$ cat config.mk
export PLATFORM = sky130hd
export DESIGN_NAME = atm_keypad_entry
export DESIGN_NICKNAME = d
export VERILOG_FILES = /design/src/rtl/atm_keypad_entry.sv
export SDC_FILE = /design/constraint.sdc
export NUM_CORES = 1
export LEC_CHECK = 0
export ABC_AREA = 1
export CORE_ASPECT_RATIO = 0.6
export CORE_MARGIN = 2
export CORE_UTILIZATION = 40
export CTS_CLUSTER_DIAMETER = 150
export DETAILED_ROUTE_END_ITERATION = 8
export DONT_BUFFER_PORTS = 1
export PLACE_DENSITY = 0.52
export SETUP_SLACK_MARGIN = 0.02
export SKIP_LAST_GASP = 1
export SYNTH_ARGS = -nofsm -noshare
export SYNTH_HDL_FRONTEND = slang
export SYNTH_SLANG_ARGS = --single-unit
$ cat constraint.sdc
create_clock -name clk -period 5.2 [get_ports clk]
set_input_delay 1.04 -clock clk [delete_from_list [all_inputs] [get_ports clk]]
set_output_delay 1.04 -clock clk [all_outputs]
set_load 0.02 [all_outputs]
$ cat src/rtl/atm_keypad_entry.sv
// atm_keypad_entry: keypad front-end for the ATM controller.
// Collects digit keys into a BCD buffer, handles clear/cancel/enter and an
// inactivity timeout, then converts the buffer to binary one digit per cycle
// and holds the result on a valid/ready output.
// Optional feature macro: KEYPAD_BACKSPACE_EN (key B removes the last digit).
module atm_keypad_entry #(
    parameter int unsigned PIN_DIGITS     = 4,
    parameter int unsigned AMT_DIGITS     = 5,
    parameter int unsigned TIMEOUT_CYCLES = 1000   // must be >= 2
) (
    input  logic        clk,
    input  logic        reset,
    input  logic        start,
    input  logic        mode,
    input  logic        key_valid,
    input  logic [3:0]  key_code,
    output logic        key_ready,
    output logic        out_valid,
    input  logic        out_ready,
    output logic [18:0] out_value,
    output logic [2:0]  out_digits,
    output logic        entry_error,
    output logic        cancelled,
    output logic        timeout,
    output logic        busy
);

    localparam int unsigned MAX_DIGITS = (PIN_DIGITS > AMT_DIGITS) ? PIN_DIGITS : AMT_DIGITS;
    localparam int unsigned BUF_W      = 4 * MAX_DIGITS;
    localparam int unsigned TMR_W      = $clog2(TIMEOUT_CYCLES) + 1;

    localparam logic [TMR_W-1:0] TMR_LAST = TMR_W'(TIMEOUT_CYCLES - 1);
    localparam logic [2:0]       PIN_CNT  = 3'(PIN_DIGITS);
    localparam logic [2:0]       AMT_CNT  = 3'(AMT_DIGITS);
    localparam logic [7:0]       BUF_BITS = 8'(BUF_W);

    localparam logic [1:0] ST_IDLE    = 2'd0;
    localparam logic [1:0] ST_ENTRY   = 2'd1;
    localparam logic [1:0] ST_CONVERT = 2'd2;
    localparam logic [1:0] ST_HOLD    = 2'd3;

    localparam logic [3:0] KEY_CLEAR  = 4'hA;
    localparam logic [3:0] KEY_BACK   = 4'hB;
    localparam logic [3:0] KEY_ENTER  = 4'hC;
    localparam logic [3:0] KEY_CANCEL = 4'hD;

    logic [1:0]       state_q, state_d;
    logic             mode_q, mode_d;
    logic [BUF_W-1:0] buf_q, buf_d;
    logic [2:0]       cnt_q, cnt_d;
    logic [TMR_W-1:0] tmr_q, tmr_d;
    logic [BUF_W-1:0] conv_q, conv_d;
    logic [2:0]       rem_q, rem_d;
    logic [18:0]      acc_q, acc_d;
    logic             err_q, err_d;
    logic             can_q, can_d;
    logic             tmo_q, tmo_d;

    logic [2:0]       max_cnt;
    logic             enter_ok;
    logic [7:0]       shamt;
    logic [TMR_W-1:0] tmr_inc;
    logic [3:0]       conv_digit;

    assign max_cnt    = mode_q ? AMT_CNT : PIN_CNT;
    assign enter_ok   = mode_q ? (cnt_q != 3'd0) : (cnt_q == PIN_CNT);
    // Left-align the entered digits so the most significant one sits in the top nibble.
    assign shamt      = BUF_BITS - {3'b000, cnt_q, 2'b00};
    assign tmr_inc    = tmr_q + TMR_W'(1);
    assign conv_digit = conv_q[BUF_W-1 -: 4];

    // Next-state logic for the session FSM, buffer, timer and converter.
    always_comb begin
        state_d = state_q;
        mode_d  = mode_q;
        buf_d   = buf_q;
        cnt_d   = cnt_q;
        tmr_d   = tmr_q;
        conv_d  = conv_q;
        rem_d   = rem_q;
        acc_d   = acc_q;
        err_d   = 1'b0;
        can_d   = 1'b0;
        tmo_d   = 1'b0;

        case (state_q)
            ST_IDLE: begin
                if (start) begin
                    mode_d  = mode;
                    buf_d   = '0;
                    cnt_d   = '0;
                    tmr_d   = '0;
                    acc_d   = '0;
                    state_d = ST_ENTRY;
                end
            end

            ST_ENTRY: begin
                // A consumed key always wins over the timeout on the same edge.
                if (key_valid) begin
                    tmr_d = '0;
                    if (key_code <= 4'd9) begin
                        if (cnt_q < max_cnt) begin
                            buf_d = {buf_q[BUF_W-5:0], key_code};
                            cnt_d = cnt_q + 3'd1;
                        end
                    end else begin
                        case (key_code)
                            KEY_CLEAR: begin
                                buf_d = '0;
                                cnt_d = '0;
                            end
                            KEY_BACK: begin
`ifdef KEYPAD_BACKSPACE_EN
                                if (cnt_q != 3'd0) begin
                                    buf_d = buf_q >> 4;
                                    cnt_d = cnt_q - 3'd1;
                                end
`endif
                            end
                            KEY_ENTER: begin
                                if (enter_ok) begin
                                    conv_d  = buf_q << shamt;
                                    rem_d   = cnt_q;
                                    acc_d   = '0;
                                    state_d = ST_CONVERT;
                                end else begin
                                    err_d = 1'b1;
                                end
                            end
                            KEY_CANCEL: begin
                                can_d   = 1'b1;
                                buf_d   = '0;
                                cnt_d   = '0;
                                state_d = ST_IDLE;
                            end
                            default: ;
                        endcase
                    end
                end else if (tmr_inc == TMR_LAST) begin
                    tmo_d   = 1'b1;
                    buf_d   = '0;
                    cnt_d   = '0;
                    tmr_d   = '0;
                    state_d = ST_IDLE;
                end else begin
                    tmr_d = tmr_inc;
                end
            end

            ST_CONVERT: begin
                acc_d  = (acc_q << 3) + (acc_q << 1) + 19'(conv_digit);
                conv_d = conv_q << 4;
                rem_d  = rem_q - 3'd1;
                if (rem_q == 3'd1) begin
                    state_d = ST_HOLD;
                end
            end

            ST_HOLD: begin
                if (out_ready) begin
                    state_d = ST_IDLE;
                end
            end

            default: state_d = ST_IDLE;
        endcase
    end

    // State and datapath registers with asynchronous active-low reset.
    always_ff @(posedge clk or negedge reset) begin
        if (!reset) begin
            state_q <= ST_IDLE;
            mode_q  <= 1'b0;
            buf_q   <= '0;
            cnt_q   <= '0;
            tmr_q   <= '0;
            conv_q  <= '0;
            rem_q   <= '0;
            acc_q   <= '0;
            err_q   <= 1'b0;
            can_q   <= 1'b0;
            tmo_q   <= 1'b0;
        end else begin
            state_q <= state_d;
            mode_q  <= mode_d;
            buf_q   <= buf_d;
            cnt_q   <= cnt_d;
            tmr_q   <= tmr_d;
            conv_q  <= conv_d;
            rem_q   <= rem_d;
            acc_q   <= acc_d;
            err_q   <= err_d;
            can_q   <= can_d;
            tmo_q   <= tmo_d;
        end
    end

    assign key_ready   = (state_q == ST_ENTRY);
    assign out_valid   = (state_q == ST_HOLD);
    assign busy        = (state_q != ST_IDLE);
    assign out_value   = acc_q;
    assign out_digits  = cnt_q;
    assign entry_error = err_q;
    assign cancelled   = can_q;
    assign timeout     = tmo_q;

endmodule
==> summary.md, run 1 <==
| Metric | Value |
|---|---|
| Outcome | finished clean |
| Core area | approximately 13,000 um2 |
| Worst Path Max Fanout | 26 |
| GRT overflow | 0 |
| Post-DR wirelength/cell | between 15 and 20 um |
| GR Layer Usage met3 | 4.06% |
| Leakage Power | 2.74 nW |
| Setup_tns | 0 ns |
| Worst-Margin Slew | 0.684 ns |
| Final GP Congestion | between 0.8 and 0.9 |
| Port Buffers | 0 |
| Setup bufs post-CTS | 0 |
| First-pass GRT wire length | ~23 mm |
| Post-CTS Resized | 0 |
| Netlist cell types | 43 |
| Layout net count | 733 |
| Crit path arrival time | ~3.2 ns |
| GRT Max-Usage Layer | met1 |
| Final number of setup-violating endpoints | 0 |
| Max clock buf depth | 2 |
| Syn_area_per_cell | 7.85 um2 |
| Setup crit start kind | flop |
| Worst skew pair latency | roughly 0.34 ns |
| Post-synth EDFFs | 0 |
| Maxcap violations | 0 |
| Worst reg-to-reg setup slack | between 2 and 2.5 ns |
| Antenna Violating Nets Remaining | 0 |
| Vias in the first global route | ~4,400 |
| Die Ht | 94.2 um |
| M2 GR Usage | about 28% |
| Hold Buf Count CTS | 0 |
| Reg-to-Reg Start | out_digits[1] |
| CP Capture Type | flop |
| Path category of the worst min-delay check | in -> async |
| Most frequent cells in the layout | nand2_1, dfrtp_1, o21ai_0, a21oi_1, inv_1 |
| Commonest non-fill, non-tap cell in the layout | nand2_1 |
| Crit-path cells | buf_4 -> inv_1 -> ha_1 -> o21ai_0 -> nand2_1 -> nand2_1 -> nand3b_2 -> inv_2 -> o21ai_0 -> a22oi_1 |
| Layout area overhead | 7.89% |
| Routed WL | about 13 mm |
| Post-synthesis cell area | 5420 um2 |
| Power, Total | about 2.6 mW |
| CP Data Required Time | roughly 5.5 ns |
| Layout cells sized above 1 | around an eighth |
| Hold Fails Final Rpt | 0 |
| CTS tree | done |
| Via count | around 4,600 |
| Capturing point of the worst reg2reg path | rem_q[2] |
| Post-Syn Instances | about 700 |
| Synth Net Count | 744 |
| Router iterations before antenna repair | 5 |
| Initial Util | ~42% |
| Clock transition at path regs | roughly 0.060 ns |
| Clock root buffer | clkbuf_16 |
| PwrDens | 443 nW/um2 |
| CTS Buf Count | 9 |
| Tcrit/Tclk final | 57.4% |
| CTS Sinks | 82 |
| Core Rows | 32 |
| DP HPWL | roughly 9.6 mm |
| DRC | 0 |
| Minimum clock period | 2.98 ns |
| Max Fclk | approximately 340 MHz |
| # IOs | 38 |
| Post-synthesis sequential area ratio | a little under two fifths |
| Routing usage on met1 | about 30% |
| Worst IR Drop VDD | approximately 0.00019 V |
| Critical path class | reg -> reg |
| Synth Warn # | 0 |
| Rel. slew slack | about 54% |
| Initial antenna violation count | 0 |
| Most used DFF post-synth | dfrtp_1 |
| H-tree depth | 3 |
| Vias per cell | roughly 5.4 |
| Largest net degree at the start of global routing | 83 |
| Overall die width | ~150 um |
| Slowest-stage cell, CP | inv_2 |
| Die ar. | 14,500 um2 |
| Final slew viol count | 0 |
| GR Util All Layers | between 10% and 20% |
| Asr flop ratio synth | 100% |
| Filler cells | 1,311 |
| Largest stage delay, worst path | approximately 0.48 ns |
| ANT cells | 0 |
| Detailed Route Iter0 Violations | 344 |
| Synthesized flop and latch total | between 80 and 90 |
| RSZ-0062 raised after global routing | no |
| Clock skew | approximately 0.0080 ns |
| Worst r2r path cells | 10 |
sequential cells by signal, indices dropped and copies added, names as in the netlist, named ones only:
name	count
timeout	1
conv_q	20
rem_q	3
out_digits	3
mode_q	1
cancelled	1
buf_q	20
state_q	1
entry_error	1
out_value	19
tmr_q	11
cell type report:
cell class                      count  area (um2)  area share (%)
Clock buffer                       13         260            4.45
Clock inverter                      2        60.1            1.03
Inverter                           56         210            3.59
Multi-Input combinational cell    527        3030            51.7
Sequential cell                    82        2050            35.1
Tap cell                          170         213            3.63
Timing Repair Buffer                4        30.0           0.513
report_power, final:
part / leakage [nW] / internal, mW / switching, mW
Sequential: 1.11 / 0.773 / 0.178
Clock: 0.156 / 0.445 / 0.251
Combinational: 1.47 / 0.295 / 0.651
Total: 2.74 / 1.51 / 1.08
through the flow:
| stage | setup slack, ns | instance area, um2 | util, % | std cells | hold slack, ns |
|---|---|---|---|---|---|
| detailed placement | 2.25 | 5530 | 42.4 | 839 | 0.470 |
| global route | 1.85 | 5850 | 44.8 | 854 | 0.385 |
| global placement | 2.29 | 5530 | 42.4 | 839 | 0.464 |
| floorplan | 2.78 | 5420 | - | 691 | 0.449 |
| CTS | 2.25 | 5850 | 44.8 | 854 | 0.383 |
| finish | 2.22 | 5850 | 44.8 | 854 | 0.393 |
critical path, delay by kind of cell, from the launching register on:
| family | cells | cell delay, ns |
|---|---|---|
| adders and majority gates | 1 | 0.27 |
| and+or+nand+nor | 3 | 0.59 |
| DFF | 1 | 0.32 |
| buffers and inverters | 3 | 1.08 |
| AOI/OAI and AO/OA | 3 | 0.62 |
cells in the mapped netlist, types with 3 or more instances:
master / instances / area share (%)
nor3_1: 6 / 0.55
a21oi_1: 46 / 4.2
o31ai_1: 4 / 0.55
o22ai_1: 7 / 0.81
o21ai_1: 17 / 1.6
nor2_4: 3 / 0.62
nand3_1: 37 / 3.4
nor2_2: 3 / 0.35
nand2_1: 181 / 13
o21ai_0: 48 / 4.4
o311ai_0: 3 / 0.48
clkbuf_1: 14 / 0.97
a22oi_1: 5 / 0.69
or2_2: 4 / 0.46
inv_2: 9 / 0.62
nand4_1: 8 / 0.92
xnor2_1: 6 / 0.97
nand2_2: 20 / 2.3
o21ai_2: 23 / 3.7
xor2_1: 3 / 0.48
dfrtp_1: 82 / 38
a31oi_1: 4 / 0.46
ha_1: 41 / 9.5
a2bb2oi_1: 4 / 0.65
buf_6: 4 / 0.83
nor2_1: 35 / 2.4
buf_2: 5 / 0.46
inv_1: 46 / 3.2
worst max-delay path by stage:
stage	cells past startpoint	end	from	slack (ns)
floorplan	11	out_value[12]	out_value[0]	2.78
global placement	10	rem_q[2]	out_digits[1]	2.29
detailed placement	10	rem_q[2]	out_digits[1]	2.25
CTS	10	rem_q[2]	out_digits[1]	2.25
global route	10	rem_q[2]	out_digits[1]	1.85
finish	10	rem_q[2]	out_digits[1]	2.22
cells by family after synthesis:
logic type / after synthesis / share of synthesized area, %
xor gates and xnor gates: 10 / 1.75
AOI/OAI and AO/OA: 171 / 19.1
buffers and inverters: 82 / 6.41
and+or+nand+nor: 303 / 24.7
DFF: 82 / 37.8
adders and majority gates: 43 / 10.2
layer usage:
metal,wire length (um),up-vias
met4,97,0
li1,-,2306
met1,7260,2148
met3,732,10
met5,0,-
met2,5170,119
Note: power is estimated with default switching activity, not from simulation.
==> inputs of run 2 (changes only) <==
- clock period: 5.2 -> 2.95 ns (I/O delays scaled with it)
==> run 2 against run 1 <==
Global-route usage grew 0.19 points. Clock-buffer cell count shrank 3. Worst hold slack lost 0.23 ns. Cell count grew 0.82%. Maximum frequency grew 12%. Via count grew 0.55%. Register-to-register slack lost 1.9 ns. Largest cell class unchanged. Highest routed layer unchanged.
==> summary.md, run 2 (synthesis results as in run 1) <==
| Metric | Value |
|---|---|
| Outcome | finished clean |
| Max Fclk | 375 MHz (+12%) |
| Hold Fails Final Rpt | 0 (unchanged) |
| Hold Slack | 0.158 ns (-0.235 ns) |
| Minimum clock period | 2.67 ns (-0.315 ns) |
| H-tree depth | 3 (unchanged) |
| Worst-Margin Slew | 0.707 ns (+0.0225 ns) |
| Final GP Congestion | 0.829 (-4.3%) |
| CTS Sinks | 82 (unchanged) |
| Layout cells sized above 1 | 13.6% (+1.0 points) |
| First-pass GRT wire length | 22.7 mm (about the same) |
| Clock root buffer | clkbuf_16 |
| Clock skew | 0.00946 ns (+0.00143 ns) |
| Leakage Power | 2.78 nW (+1.5%) |
| Initial Util | 41.6% (unchanged) |
| Via count | 4,608 (+0.55%) |
| Max clock buf depth | 2 (unchanged) |
| DRC | 0 (unchanged) |
| Antenna Violating Nets Remaining | 0 (unchanged) |
| Setup_tns | 0 ns (unchanged) |
| RSZ-0062 raised after global routing | no |
| Die Ht | 94.2 um (unchanged) |
| CP Capture Type | flop |
| Path category of the worst min-delay check | in -> async |
| GRT overflow | 0 (unchanged) |
| Core area | 13,100 um2 (unchanged) |
| Layout area overhead | 9.53% |
| Core Rows | 32 (unchanged) |
| Setup bufs post-CTS | 0 (unchanged) |
| Port Buffers | 0 (unchanged) |
| Worst Path Max Fanout | 4 (-85%) |
| Die ar. | 14,500 um2 (unchanged) |
| Final slew viol count | 0 (unchanged) |
| Final number of setup-violating endpoints | 0 (unchanged) |
| Worst skew pair latency | 0.34 ns (about the same) |
| Routed WL | 13.4 mm (+0.66%) |
| Tcrit/Tclk final | 90.4% (+33 points) |
| Crit path arrival time | 2.90 ns (-0.33 ns) |
| Area of the multi-input gates | 3030 um2 (unchanged) |
| Maxcap violations | 0 (unchanged) |
| ANT cells | 0 (unchanged) |
| GR Util All Layers | 19.8% (+0.19 points) |
| Setup crit start kind | flop |
| Final core area utilization | 45.5% (+0.68 points) |
| CTS tree | done |
| Router iterations before antenna repair | 5 (unchanged) |
| Post-DR wirelength/cell | 15.5 um (-0.16%) |
| CP Data Required Time | 3.18 ns (-2.27 ns) |
| Vias per cell | 5.35 (-0.27%) |
| Reg area | 2050 um2 (unchanged) |
| Largest net degree at the start of global routing | 83 (unchanged) |
| Worst r2r path cells | 12 (+2) |
| Filler cells | 1,290 (-1.6%) |
| Rel. slew slack | 52.8% (-1.5 points) |
| Commonest non-fill, non-tap cell in the layout | nand2_1 |
| # IOs | 38 (unchanged) |
| Vias in the first global route | 4,446 (+1.9%) |
| Most frequent cells in the layout | nand2_1, dfrtp_1, o21ai_0, a21oi_1, inv_1 |
| Clock transition at path regs | 0.06 ns (about the same) |
| PwrDens | 793 nW/um2 (+79%) |
| Detailed Route Iter0 Violations | 284 (-17%) |
| Worst IR Drop VDD | 0.000433 V (+130%) |
| Initial antenna violation count | 0 (unchanged) |
| Overall die width | 154 um (unchanged) |
| Layout net count | 739 (+0.82%) |
| Critical path class | reg -> reg |
| DP HPWL | 9.81 mm (+2.0%) |
| CTS Buf Count | 9 (unchanged) |
==> run 2: report_power, final <==
group	switching, mW	internal, mW	leakage, nW
clock	0.475	0.831	0.159
combinational	1.19	0.542	1.50
sequential	0.312	1.36	1.11
==> run 2: critical path, cell delays in order, from the launching register on <==
cell and delay [ns]:
dfrtp_1 0.49, inv_1 0.12, fa_1 0.51, inv_1 0.07, fa_1 0.46, nand3_1 0.11, nand3_1 0.15, nand2_1 0.11
nand2_1 0.11, nand3_1 0.09, nand2_1 0.09, o21ai_0 0.17, nand2_1 0.06
==> run 2: metal layers <==
layer	share of wire, %	global-route usage (%)	up-vias
met5	0	0	-
met1	54	29.4	2186
li1	-	-	2315
met3	4.3	4.15	14
met4	1.1	5.56	0
met2	41	29.0	93
==> run 2: area by class of cell <==
type	instances	share of cell area, %
Tap cell	170	3.58
Multi-Input combinational cell	527	50.9
Clock inverter	6	1.92
Inverter	56	3.56
Clock buffer	10	3.85
Sequential cell	82	34.5
Timing Repair Buffer	10	1.60
==> run 2: worst paths after layout <==
| check | startpoint | endpoint | slack [ns] |
|---|---|---|---|
| min reg2reg | conv_q[10] | conv_q[10] | 0.49 |
| max in group asynchronous | reset | buf_q[16] | 2.46 |
| max reg2reg | out_value[2] | out_value[18] | 0.28 |
| min in group clk | key_code[3] | buf_q[3] | 0.40 |
| max | out_value[2] | out_value[18] | 0.28 |
| min | reset | buf_q[14] | 0.16 |
==> run 2: what timing repair did <==
| item | in CTS | in global routing |
|---|---|---|
| hold buffers | 1 | 0 |
| endpoints found under the hold margin | 82 | 0 |
| endpoints found under the setup margin | 0 | 1 |
| resized for setup | 0 | 1 |
==> run 2: through the flow <==
step	total power [mW]	setup WS, ns	cell area (um2)	cells
3_3_place_gp	3.37	0.293	5570	844
6_report	4.71	0.283	5940	861
3_5_place_dp	3.40	0.270	5570	844
2_1_floorplan	3.04	0.532	5420	691
5_1_grt	5.07	0.0231	5940	861
4_1_cts	4.75	0.258	5940	861
==> inputs of run 3 (changes only) <==
- RECOVER_POWER: default -> 25
==> run 3 against run 2 <==
The flow now finishes with violations (max-capacitance violations, max-slew violations). First-iteration DRC count is the same. Register-to-register slack is essentially flat. Sequential power is essentially flat. Sequential cell count is the same. Maximum frequency is essentially flat. Clock power is essentially flat. Combinational power is essentially flat. Global-route usage is the same. Setup slack is essentially flat. Clock skew is essentially flat. Wire length is essentially flat.
==> summary.md, run 3 (synthesis results as in run 1) <==
| Metric | Value |
|---|---|
| Outcome | complete, but fails checks |
| Failing checks | max-capacitance violations, max-slew violations |
| Core Rows | 32 (unchanged) |
| Commonest non-fill, non-tap cell in the layout | nand2_1 |
| Hold Slack | 0.400 ns (+0.242 ns) |
| Setup crit start | out_value[2] |
| Power, Total | 4.71 mW (about the same) |
| Router iterations before antenna repair | 5 (unchanged) |
| CP Data Required Time | 3.18 ns (about the same) |
| Core area | 13,100 um2 (unchanged) |
| CTS Sinks | 82 (unchanged) |
| Detailed Route Iter0 Violations | 284 (unchanged) |
| Initial antenna violation count | 0 (unchanged) |
| Layout Cells excl Fill | 861 (unchanged) |
| Crit path arrival time | 2.90 ns (about the same) |
| DP HPWL | 9.81 mm (unchanged) |
| Vias in the first global route | 4,446 (unchanged) |
| Path category of the worst min-delay check | in -> reg |
| Leakage Power | 2.77 nW (-0.31%) |
| Worst setup margin | 0.282 ns (-0.000312 ns) |
| Layout cells sized above 1 | 13.6% (unchanged) |
| Die ar. | 14,500 um2 (unchanged) |
| Initial Util | 41.6% (unchanged) |
| CTS Buf Count | 9 (unchanged) |
| CP dominant cell by count | nand2_1 |
| Clock transition at path regs | 0.06 ns (about the same) |
| PwrDens | 796 nW/um2 (+0.35%) |
| Die Ht | 94.2 um (unchanged) |
| RSZ-0062 raised after global routing | no |
| GRT overflow | 0 (unchanged) |
| Layout area overhead | 9.11% |
| Hold Fails Final Rpt | 0 (unchanged) |
| Max clock buf depth | 2 (unchanged) |
| ANT cells | 0 (unchanged) |
| Slowest-stage cell, CP | fa_1 |
| Pre-CTS setup slack | 0.270 ns (unchanged) |
| CP Capture Type | flop |
| Rel. slew slack | -41.2% (-94 points) |
| Clock skew | 0.00979 ns (+0.000337 ns) |
| Worst-Margin Slew | 2.12 ns (+1.41 ns) |
| Clock root buffer | clkbuf_16 |
| Worst IR Drop VDD | 0.000432 V (-0.16%) |
| First-pass GRT wire length | 22.7 mm (unchanged) |
| GR Util All Layers | 19.8% (unchanged) |
| CTS tree | done |
| Post-DR wirelength/cell | 15.5 um (about the same) |
| Worst reg-to-reg setup slack | 0.28 ns (about the same) |
| # IOs | 38 (unchanged) |
| Setup_tns | 0 ns (unchanged) |
| HP Start | key_code[3] |
| Crit-path cells | inv_1 -> fa_1 -> inv_1 -> fa_1 -> nand3_1 -> nand3_1 -> nand2_1 -> nand2_1 -> nand3_1 -> nand2_1 -> o21ai_0 -> nand2_1 |
| Worst Path Max Fanout | 4 (unchanged) |
| Overall die width | 154 um (unchanged) |
| Antenna Violating Nets Remaining | 0 (unchanged) |
| DRC | 0 (unchanged) |
| Final number of setup-violating endpoints | 0 (unchanged) |
| Largest stage delay, worst path | 0.51 ns (about the same) |
| Vias per cell | 5.34 (-0.24%) |
| Worst skew pair latency | 0.34 ns (about the same) |
| Dpl cells | 844 (unchanged) |
| Reg-to-Reg Start | out_value[2] |
| Largest net degree at the start of global routing | 83 (unchanged) |
| Critical path class | reg -> reg |
| Most frequent cells in the layout | nand2_1, dfrtp_1, o21ai_0, a21oi_1, inv_1 |
| Minimum clock period | 2.67 ns (+0.000312 ns) |
| Routed WL | 13.4 mm (about the same) |
| Buf/Inv on CP | 2 (unchanged) |
| Layout net count | 739 (unchanged) |
| Via count | 4,597 (-0.24%) |
| Max Fclk | 375 MHz (about the same) |
| Final slew viol count | 83 (+83) |
| Setup crit start kind | flop |
| Maxcap violations | 1 (+1) |
| Final GP Congestion | 0.829 (unchanged) |
| Crit-path leading delay family | adder cells |
| Port Buffers | 0 (unchanged) |
| Tcrit/Tclk final | 90.4% (about the same) |
| H-tree depth | 3 (unchanged) |
-- run 3: final timing paths --
check | endpoint | cells after the start
hold reg to reg | conv_q[10] | 2
hold / removal | buf_q[3] | 2
min in group asynchronous | buf_q[14] | 1
setup reg to reg | out_value[18] | 12
setup / recovery | out_value[18] | 12
max in group asynchronous | buf_q[16] | 1
-- run 3: where the power goes --
part	internal, mW	leakage [nW]	switching, mW	total (mW)
clock network	0.831	0.159	0.476	1.31
logic	0.538	1.49	1.19	1.73
registers	1.36	1.11	0.313	1.67
total	2.73	2.77	1.98	4.71
-- run 3: repair_timing --
action / CTS / global route
gates resized for setup: 0 / 1
buffers inserted: 0 / 0
endpoints found under the hold margin: 82 / 0
hold buffers: 1 / 0
setup endpoints to repair: 0 / 1
-- run 3: layer usage --
layer  wire length [um]  share of wire (%)  track usage [%]  vias to the layer above
met1               7240                 54             29.4                     2172
met3                538                4.0             4.15                       15
met2               5420                 41             29.0                       94
li1                   -                  -                -                     2316
met5                  0                  0                0                        -
met4                155                1.2             5.56                        0
-- run 3: layout make-up --
cell class | count | area, um2
tap | 170 | 213
fill | 1293 | 7130
sequential | 82 | 2050
clock inverter | 6 | 114
clock buffer | 10 | 229
timing repair buffer | 10 | 72.6
inverter | 56 | 211
multi-input combinational | 527 | 3030
-- run 3: metrics by stage --
step           cell area (um2)  util, %
6_report                  5920     45.3
5_1_grt                   5920     45.3
4_1_cts                   5940     45.5
3_5_place_dp              5570     42.7
3_3_place_gp              5570     42.7
2_1_floorplan             5420        -
